<file path="config.mk">
export PLATFORM = sky130hd
export DESIGN_NAME = data_stand_fifo
export DESIGN_NICKNAME = d
export VERILOG_FILES = /design/src/rtl/data_stand_pkg.sv /design/src/rtl/data_stand_fifo_strobe_sync_edge.sv /design/src/rtl/data_stand_fifo.sv
export SDC_FILE = /design/constraint.sdc
export NUM_CORES = 1
export LEC_CHECK = 0
export ABC_CLOCK_PERIOD_IN_PS = 3400
export CORE_AREA = 2 2 159 161
export DETAILED_ROUTE_END_ITERATION = 8
export DIE_AREA = 0 0 161 163
export PLACE_DENSITY_LB_ADDON = 0.05
export SLEW_MARGIN = 40
export SYNTH_ARGS = -nofsm -noshare
export SYNTH_HDL_FRONTEND = slang
export SYNTH_SLANG_ARGS = --single-unit
</file>
<file path="constraint.sdc">
create_clock -name clock_50 -period 3.4 [get_ports clock_50]
set_clock_uncertainty 0.2 [all_clocks]
set_input_delay 0.51 -clock clock_50 [delete_from_list [all_inputs] [get_ports clock_50]]
set_output_delay 0.51 -clock clock_50 [all_outputs]
set_load 0.005 [all_outputs]
</file>
<file path="src/rtl/data_stand_pkg.sv">
// data_stand_pkg: shared types and helpers for the data_stand_fifo slice.
// Optional feature macro used by this slice: DATA_STAND_DROPCNT_EN.
package data_stand_pkg;

   // Width of the dropped-capture counter.
   localparam int DROPCNT_W = 16;

   // Occupancy flags derived from the read/write pointers.
   typedef struct packed {
      logic full;
      logic empty;
   } fifo_flags_t;

   // Pointer width: one extra bit above the address so full and empty differ.
   function automatic int ptr_w(input int depth);
      return $clog2(depth) + 1;
   endfunction

endpackage

</file>
<file path="src/rtl/data_stand_fifo_strobe_sync_edge.sv">
// strobe_sync_edge: brings an asynchronous strobe into the local clock domain
// through a SYNC_STAGES-deep flop chain and emits a registered one-cycle pulse
// on each synchronised rising edge. Reset clears the chain and the edge flop,
// so a strobe held high through reset release yields exactly one pulse.
module strobe_sync_edge #(
   parameter int SYNC_STAGES = 2
) (
   input  logic clk,
   input  logic reset,
   input  logic async_in,
   output logic rise
);

   logic [SYNC_STAGES-1:0] sync_q;
   logic [SYNC_STAGES-1:0] sync_d;
   logic                   prev_q;
   logic                   prev_d;
   logic                   rise_q;
   logic                   rise_d;

   // Next state: shift the strobe in, remember the last synchronised level, detect 0->1.
   always_comb begin
      sync_d = {sync_q[SYNC_STAGES-2:0], async_in};
      prev_d = sync_q[SYNC_STAGES-1];
      rise_d = sync_q[SYNC_STAGES-1] & ~prev_q;
   end

   // Synchroniser, edge-history and pulse registers with synchronous reset.
   always_ff @(posedge clk) begin
      if (reset) begin
         sync_q <= {SYNC_STAGES{1'b0}};
         prev_q <= 1'b0;
         rise_q <= 1'b0;
      end else begin
         sync_q <= sync_d;
         prev_q <= prev_d;
         rise_q <= rise_d;
      end
   end

   assign rise = rise_q;

endmodule

</file>
<file path="src/rtl/data_stand_fifo.sv">
// data_stand_fifo: captures data_rec on each synchronised rising edge of the
// asynchronous clock_recovery strobe and queues the words in a DEPTH-entry FIFO
// that drains on a data_valid/data_ready handshake in the clock_50 domain.
// Full-FIFO captures are dropped and flagged on the sticky overflow output.
// Optional: define DATA_STAND_DROPCNT_EN to add the saturating drop_count output.
module data_stand_fifo
   import data_stand_pkg::*;
#(
   parameter int WIDTH       = 14,
   parameter int DEPTH       = 8,
   parameter int SYNC_STAGES = 2
) (
   input  logic                   clock_50,
   input  logic                   reset,
   input  logic                   clock_recovery,
   input  logic [WIDTH-1:0]       data_rec,
   output logic [WIDTH-1:0]       data_stand,
   output logic                   data_valid,
   input  logic                   data_ready,
   output logic [$clog2(DEPTH):0] level,
   output logic                   overflow,
   input  logic                   overflow_clr
`ifdef DATA_STAND_DROPCNT_EN
   ,
   output logic [DROPCNT_W-1:0]   drop_count
`endif
);

   localparam int PTR_W  = ptr_w(DEPTH);
   localparam int ADDR_W = PTR_W - 1;

   logic [WIDTH-1:0] mem_q [DEPTH];
   logic [WIDTH-1:0] mem_d [DEPTH];
   logic [PTR_W-1:0] wr_ptr_q;
   logic [PTR_W-1:0] wr_ptr_d;
   logic [PTR_W-1:0] rd_ptr_q;
   logic [PTR_W-1:0] rd_ptr_d;
   logic [PTR_W-1:0] level_q;
   logic [PTR_W-1:0] level_d;
   logic             data_valid_q;
   logic             data_valid_d;
   logic [WIDTH-1:0] data_stand_q;
   logic [WIDTH-1:0] data_stand_d;
   logic             overflow_q;
   logic             overflow_d;

   fifo_flags_t      flags_s;
   logic             rise_s;
   logic             pop_s;
   logic             push_ok_s;
   logic             drop_s;

   strobe_sync_edge #(
      .SYNC_STAGES (SYNC_STAGES)
   ) u_strobe_sync_edge (
      .clk      (clock_50),
      .reset    (reset),
      .async_in (clock_recovery),
      .rise     (rise_s)
   );

   // Full/empty from pointer compare: equal pointers are empty, MSB-only difference is full.
   always_comb begin
      flags_s.empty = (wr_ptr_q == rd_ptr_q);
      flags_s.full  = (wr_ptr_q[PTR_W-1] != rd_ptr_q[PTR_W-1]) &&
                      (wr_ptr_q[ADDR_W-1:0] == rd_ptr_q[ADDR_W-1:0]);
   end

   // Handshake decode: a pop frees a slot for a same-cycle push even when full.
   always_comb begin
      pop_s     = data_valid_q & data_ready;
      push_ok_s = rise_s & (~flags_s.full | pop_s);
      drop_s    = rise_s & flags_s.full & ~pop_s;
   end

   // Pointer, storage and occupancy next state.
   always_comb begin
      mem_d = mem_q;
      if (push_ok_s) begin
         mem_d[wr_ptr_q[ADDR_W-1:0]] = data_rec;
         wr_ptr_d = wr_ptr_q + {{(PTR_W-1){1'b0}}, 1'b1};
      end else begin
         wr_ptr_d = wr_ptr_q;
      end
      if (pop_s) begin
         rd_ptr_d = rd_ptr_q + {{(PTR_W-1){1'b0}}, 1'b1};
      end else begin
         rd_ptr_d = rd_ptr_q;
      end
      level_d = wr_ptr_d - rd_ptr_d;
   end

   // Registered head word: the word pushed this cycle shows up only after the edge.
   always_comb begin
      data_valid_d = (level_d != {PTR_W{1'b0}});
      if (data_valid_d) begin
         data_stand_d = mem_d[rd_ptr_d[ADDR_W-1:0]];
      end else begin
         data_stand_d = {WIDTH{1'b0}};
      end
   end

   // Sticky overflow: a new drop takes priority over a clear in the same cycle.
   always_comb begin
      if (drop_s) begin
         overflow_d = 1'b1;
      end else if (overflow_clr) begin
         overflow_d = 1'b0;
      end else begin
         overflow_d = overflow_q;
      end
   end

   // FIFO state registers; reset flushes every queued word.
   always_ff @(posedge clock_50) begin
      if (reset) begin
         for (int i = 0; i < DEPTH; i++) begin
            mem_q[i] <= {WIDTH{1'b0}};
         end
         wr_ptr_q     <= {PTR_W{1'b0}};
         rd_ptr_q     <= {PTR_W{1'b0}};
         level_q      <= {PTR_W{1'b0}};
         data_valid_q <= 1'b0;
         data_stand_q <= {WIDTH{1'b0}};
         overflow_q   <= 1'b0;
      end else begin
         for (int i = 0; i < DEPTH; i++) begin
            mem_q[i] <= mem_d[i];
         end
         wr_ptr_q     <= wr_ptr_d;
         rd_ptr_q     <= rd_ptr_d;
         level_q      <= level_d;
         data_valid_q <= data_valid_d;
         data_stand_q <= data_stand_d;
         overflow_q   <= overflow_d;
      end
   end

   assign data_stand = data_stand_q;
   assign data_valid = data_valid_q;
   assign level      = level_q;
   assign overflow   = overflow_q;

`ifdef DATA_STAND_DROPCNT_EN
   logic [DROPCNT_W-1:0] drop_count_q;
   logic [DROPCNT_W-1:0] drop_count_d;

   // Drop counter: saturates at all-ones; a drop alongside a clear restarts at one.
   always_comb begin
      if (drop_s) begin
         if (overflow_clr) begin
            drop_count_d = {{(DROPCNT_W-1){1'b0}}, 1'b1};
         end else if (drop_count_q == {DROPCNT_W{1'b1}}) begin
            drop_count_d = drop_count_q;
         end else begin
            drop_count_d = drop_count_q + {{(DROPCNT_W-1){1'b0}}, 1'b1};
         end
      end else if (overflow_clr) begin
         drop_count_d = {DROPCNT_W{1'b0}};
      end else begin
         drop_count_d = drop_count_q;
      end
   end

   // Drop counter register.
   always_ff @(posedge clock_50) begin
      if (reset) begin
         drop_count_q <= {DROPCNT_W{1'b0}};
      end else begin
         drop_count_q <= drop_count_d;
      end
   end

   assign drop_count = drop_count_q;
`endif

endmodule

</file>
# Word-level counts from Yosys, hierarchy flattened
# Cells that the tools add are included.
[word_totals]
reg_bits = 144
latchBits = 0
ramBits = 0
romBits = 0
in_bits = 19
out_inout_bits = 20
wordCells = 53
n_memories = 0
[op_classes]
n_addsub = 3
multipliers = 0
div_mod_pow = 0
order_cmp = 3
eq_ne = 2
n_shift = 0
muxes = 11
bitwise_logic = 12
n_reduce_logical = 5
[ops]
columns = ["operator", "n"]
rows = [
  ["$bwmux W112", 1],
  ["$mux W112", 1],
  ["$bmux W14 S3", 1],
  ["$demux W14 S3", 1],
  ["$mux W14", 3],
  ["$add A4 B1 Y4 const B", 2],
  ["$ge A4 B4 Y1 const B", 2],
  ["$mux W4", 2],
  ["$not A3 Y4", 2],
  ["$and A1 B1 Y1", 5],
  ["$lt A4 B1 Y1 const B", 1],
  ["$not A1 Y1", 4],
  ["$reduce_bool A4 Y1", 1],
  ["$sub A4 B4 Y4", 1],
  ["$eq A3 B3 Y1", 1],
  ["$logic_and A1 B1 Y1", 2],
  ["$mux W1", 2],
  ["$reduce_bool A2 Y1", 1],
  ["$reduce_or A2 Y1", 1],
  ["$ne A1 B1 Y1", 1],
  ["$or A1 B1 Y1", 1],
]

# Depth between registers and ports, before layout
[logic_depth]
word_depth = 10
ltp_mapped = 15
mapped_depth_nobuf = 12

# Modules after synthesis
# Synthesis repeated with hierarchy kept, for this count alone.
[unflattened]
hier_cells = 734
hier_area_um2 = 6671.4
[by_module_without_submodules]
columns = ["module", "n_inst", "cells_each", "area_per_inst_um2", "seq_area_each_um2"]
rows = [
  ["data_stand_fifo", 1, 726, 6560.0, 2802.7],
  ["strobe_sync_edge", 1, 8, 111.4, 80.1],
]

# Worst setup path after synthesis
# OpenSTA, ideal clock, no wires.
[synth_path]
path_type = "reg-to-reg"
start = "register wr_ptr_q[1]"
end = "register data_stand_q[10], in the netlist data_stand[10]"
setup_ps = 86
arrival_ps = 3050
t_required_ps = 3114
path_slack_ps = 63
stages_incl_launch_ff = 15
n_path_buf = 3
period_less_slack_ps = 3337
cell_sequence = "dfxtp_1 > buf_2 > xnor2_2 > and4_1 > buf_2 > nand2_1 > nand2_1 > mux2_2 > ha_1 > a21o_1 > a21oi_1 > xnor3_1 > a41o_1 > buf_6 > a221oi_2"
[synth_via]
elab_chain_len = 10
elab_cells_between_ends = 22
cone_classes = "add/sub (2); order compare (2); eq/ne (1); mux (8); bitwise (5); reduce/logical (4)"
[synth_rtl]
columns = ["element", "line_no", "rtl"]
rows = [
  ["start, declared", "data_stand_fifo.sv:34", "logic [PTR_W-1:0] wr_ptr_q;"],
  ["start signal, assigned", "data_stand_fifo.sv:120", "wr_ptr_q <= {PTR_W{1'b0}};"],
  ["start signal, assigned", "data_stand_fifo.sv:130", "wr_ptr_q <= wr_ptr_d;"],
  ["$eq A3 B3 Y1", "data_stand_fifo.sv:66", "(wr_ptr_q[ADDR_W-1:0] == rd_ptr_q[ADDR_W-1:0]);"],
  ["$logic_and A1 B1 Y1", "data_stand_fifo.sv:65", "flags_s.full = (wr_ptr_q[PTR_W-1] != rd_ptr_q[PTR_W-1]) &&"],
  ["$not A1 Y1", "data_stand_fifo.sv:72", "push_ok_s = rise_s & (~flags_s.full | pop_s);"],
  ["$or A1 B1 Y1", "data_stand_fifo.sv:72", ""],
  ["$and A1 B1 Y1", "data_stand_fifo.sv:72", ""],
  ["$mux W4 (*)", "data_stand_fifo.sv:79", "if (push_ok_s) begin"],
  ["net wr_ptr_d[1]", "data_stand_fifo.sv:35", "logic [PTR_W-1:0] wr_ptr_d;"],
  ["$sub A4 B4 Y4 (*)", "data_stand_fifo.sv:90", "level_d = wr_ptr_d - rd_ptr_d;"],
  ["$reduce_bool A4 Y1 (*)", "data_stand_fifo.sv:95", "data_valid_d = (level_d != {PTR_W{1'b0}});"],
  ["$not A1 Y1 (no line) (*)", "--", ""],
  ["$reduce_or A2 Y1 (no line) (*)", "--", ""],
  ["end signal, assigned", "data_stand_fifo.sv:124", "data_stand_q <= {WIDTH{1'b0}};"],
  ["end signal, assigned", "data_stand_fifo.sv:134", "data_stand_q <= data_stand_d;"],
  ["end, declared", "data_stand_fifo.sv:42", "logic [WIDTH-1:0] data_stand_q;"],
]
# Mark *: on every way through the listed nets, which the timed path passes. The rest lies on a longest branch. The select of a mux whose other input is x is not followed.
# A chain may end at the register's enable or synchronous reset.

# Worst setup path after layout
[layout_path]
start = "input data_ready"
end = "register data_stand_q[0], in the netlist data_stand[0]"
[layout_via]
elab_chain_len = 8
elab_cells_between_ends = 14
cone_classes = "add/sub (1); mux (6); bitwise (5); reduce/logical (2)"
[layout_rtl]
columns = ["element", "line_no", "rtl"]
rows = [
  ["start, declared", "data_stand_fifo.sv:19", "input logic data_ready,"],
  ["$and A1 B1 Y1", "data_stand_fifo.sv:71", "pop_s = data_valid_q & data_ready;"],
  ["$or A1 B1 Y1", "data_stand_fifo.sv:72", ""],
  ["$and A1 B1 Y1", "data_stand_fifo.sv:72", ""],
  ["$mux W4", "data_stand_fifo.sv:79", ""],
  ["net wr_ptr_d[1]", "data_stand_fifo.sv:35", ""],
  ["$sub A4 B4 Y4", "data_stand_fifo.sv:90", ""],
  ["$reduce_bool A4 Y1", "data_stand_fifo.sv:95", ""],
  ["$not A1 Y1 (no line)", "--", ""],
  ["$reduce_or A2 Y1 (no line)", "--", ""],
]
# The timed path passes the listed nets, and every way through them passes these cells. The select of a mux whose other input is x is not followed.

==> impl_summary.log <==
[metrics] dominant register cell in the synthesized netlist: dfxtp_1
[metrics] worst skew pair latency: 0.43 ns
[metrics] maximum number of pins on one net before global-route repair: 80
[metrics] required time at the endpoint of the critical path: 3.52 ns
[metrics] post-synthesis cell count: 797
[metrics] vias in the first global route: 5908
[metrics] class of the most critical hold timing path: flop to flop
[metrics] setup repair after global routing missed its margin: no
[metrics] crit path from: data_ready
[metrics] FF-to-FF Start: rd_ptr_q[3]
[metrics] number of standard-cell rows in the floorplan: 58
[metrics] number of different library cells in the post-synthesis netlist: 48
[metrics] total grt overflow: 0
[metrics] count of filler cells inserted in the layout: 2605
[metrics] Netlist Area Pre-Place: 6740 sq um
[metrics] number of hold violations in the final report: 0
[metrics] Num CTS Buffers: 17
[metrics] die boundary height: 163 um
[metrics] Yosys Warn Count: 0
[metrics] H-tree depth reported by CTS: 4
[metrics] number of nets in the layout: 858
[metrics] wire length reported by the detailed router: 21800 um
[metrics] number of DRC violations after detailed-routing iteration 0: 230
[metrics] outcome: complete, no violations
[metrics] clock-pin slew on the worst setup and hold paths: 0.06 ns
[metrics] net count after synthesis: 822
[metrics] P per Cell Area: 561 nW/um^2
[metrics] Overall Global Routing Usage: 17.2%
[metrics] crit path time final: 3.26 ns
[metrics] worst slew slack as a fraction of its limit: 55.4%
[metrics] post-synthesis sequential area ratio: 42.8%
[metrics] number of storage elements in the synthesis netlist: 144
[metrics] count of hold buffers inserted by post-cts repair: 0
[metrics] area of the placeable core: 24700 sq um
[metrics] count of max-cap constraint violations: 0
[metrics] IO Port Bufs: 38
[metrics] number of antenna violations at the first check in global routing: 0
[metrics] number of sinks handled by clock tree synthesis: 144
[metrics] share of layout cells above drive strength 1: 13.5%
[metrics] standard cell area after detailed placement: 7650 sq um
[metrics] Final Instance Area: 8260 sq um
[metrics] number of setup violations in the final report: 0
[metrics] multi-input logic area: 3380 sq um
[metrics] hold path startpoint: u_strobe_sync_edge.prev_q
[metrics] P_leak: 0.00280 uW
[metrics] measured slew at the worst slew-check pin: 0.669 ns
[metrics] HPWL reported at the end of detailed placement: 15200 um
[metrics] number of antenna diodes: 0
[metrics] Arr. time, crit path: 3.39 ns
[metrics] synthesized area divided by synthesized cell count: 8.46 sq um
[metrics] nature of the critical path endpoint: flop
[metrics] register area: 2890 sq um
[metrics] fraction of the cycle the final worst path needs: 95.9%
[metrics] final number of max-transition violations: 0
[metrics] Post-synth EDFFs: 0
[metrics] largest fanout on the critical path: 15
[metrics] fraction of synthesis flops using an asynchronous set or reset pin: 0%
[metrics] Final ANT Viol Nets: 0
[metrics] worst IR drop on VDD: 0.263 mV
[metrics] number of remaining DRC errors: 0
[metrics] starting density of the core: 27.3%
[metrics] Bufs on Longest Clock Path: 2
[metrics] maximum achievable frequency: 307 MHz
[metrics] DR WL/cell: 18.5 um
[metrics] TritonCTS clock tree: yes
[metrics] Avg Vias per Cell: 4.98
[metrics] final weighted congestion in routability-driven placement: 0.801
[metrics] Die Width: 161 um
[metrics] worst setup path class: input port to flop
[metrics] wire length of the first global-routing pass: 34400 um
[metrics] Layout Cells excl Fill: 1176
[metrics] buffer type at the clock tree root: clkbuf_16
[metrics] kind of start point of the critical path: input port
[metrics] Top-Level Pins: 39
[metrics] iteration count of the initial detailed-routing pass: 4
[metrics] Inst Count DP: 1142
[metrics] area growth from synthesis to layout: 22.5%
[metrics] DR vias: 5859
[metrics] overall die area: 26200 sq um
## final timing paths
path | to | slack [ns] | cells past startpoint
min | u_strobe_sync_edge.rise | 0.18 | 1
max | data_stand[0] | 0.14 | 13
max reg2reg | data_stand[0] | 0.14 | 12
min reg2reg | u_strobe_sync_edge.rise | 0.18 | 1
## cell families after synthesis
group | count (synthesis) | share of synthesized area [%]
buffers and inverters | 126 | 7.48
AND/OR/NAND/NOR | 247 | 16.3
multiplexers | 58 | 8.65
XOR/XNOR | 12 | 2.10
flip-flops | 144 | 42.8
AO/OA/AOI/OAI | 204 | 21.5
adder cells (fa/ha/maj) | 6 | 1.23
## what timing repair did
item | 4_1_cts | 5_1_grt
setup buffers | 0 | 2
setup endpoints to repair | 0 | 6
gates resized for setup | 0 | 4
## synth_stat cells, drive strengths merged, types with 2 or more instances
cell type / n / area (sq um)
dfxtp: 144 / 2880
o221ai: 28 / 245
xor2: 3 / 33.8
xnor2: 8 / 85.1
ha: 5 / 62.6
a22oi: 3 / 22.5
mux2: 2 / 22.5
o21ai: 15 / 75.1
nor2b: 7 / 43.8
nor2: 85 / 319
and3: 4 / 25.0
a221oi: 15 / 194
o22a: 14 / 123
inv: 49 / 184
and2: 7 / 43.8
buf: 16 / 91.3
clkbuf: 61 / 229
nand3b: 2 / 15.0
a21o: 2 / 15.0
o22ai: 4 / 25.0
a221o: 14 / 140
a21oi: 90 / 454
mux2i: 56 / 561
nand3: 47 / 235
a41oi: 2 / 17.5
nand4: 5 / 46.3
nand2: 82 / 308
o211ai: 14 / 105
or3: 2 / 12.5
## cells in the final DEF, fill, tap and decap left out, types with 7 or more instances in the layout
cell type / instances
a221o_1: 14
nand2_1: 82
inv_1: 49
dfxtp_1: 142
buf_4: 55
a221oi_2: 12
clkbuf_16: 17
o211ai_1: 14
clkdlybuf4s50_1: 37
o21ai_0: 15
a21oi_1: 89
nor2_1: 84
nor2b_1: 7
mux2i_1: 56
nand3_1: 47
o221ai_1: 28
o22a_1: 14
## final cells by class
type	count	share of cell area, %
clock inverter	12	1.65
tap	330	5.00
clock buffer	20	5.29
multi-input combinational	527	40.9
inverter	49	2.23
timing repair buffer	94	9.97
sequential	144	34.9
## power breakdown
| part | switching, uW | total (uW) | internal [uW] |
|---|---|---|---|
| clock | 786 | 1870 | 1080 |
| sequential | 35.3 | 1790 | 1750 |
| combinational | 561 | 972 | 411 |
| total | 1380 | 4630 | 3250 |
## state kept, by name, indices dropped and copies added (netlist names)
signal                     count
mem_q                        112
u_strobe_sync_edge.sync_q      2
data_valid                     1
u_strobe_sync_edge.prev_q      1
overflow                       1
rd_ptr_q                       4
data_stand                    14
wr_ptr_q                       4
u_strobe_sync_edge.rise        1
level                          4
## through the flow
stage | worst slack, ns | total power (uW) | setup TNS, ns | hold WS [ns] | utilization [%]
floorplan | 0.0632 | 2330 | 0 | 0.167 | -
detailed placement | -0.278 | 2800 | -3.20 | 0.175 | 31.0
finish | 0.138 | 4630 | 0 | 0.184 | 33.5
global route | 0.0163 | 4850 | 0 | 0.213 | 33.5
global placement | -0.187 | 2810 | -2.17 | 0.176 | 31.0
CTS | 0.0419 | 4690 | 0 | 0.184 | 33.3
## worst max-delay path, cell delays in order
cell,delay (ns)
clkdlybuf4s50_1,0.43
nand2_1,0.08
and4_1,0.21
nand2_1,0.08
nand2_1,0.10
mux2_2,0.38
ha_1,0.30
a21o_1,0.17
a21oi_1,0.18
xnor3_1,0.27
a41o_1,0.29
buf_12,0.16
a221oi_1,0.22
## layer usage
layer  vias to the layer above  routed length (um)  track usage [%]
li1                       2872                   -                -
met1                      2836                9590             21.0
met2                       123               10900             30.2
met3                        28                 768             3.06
met4                         0                 538             6.45
met5                         -                   0                0
Power figures use the tool's default switching activity.
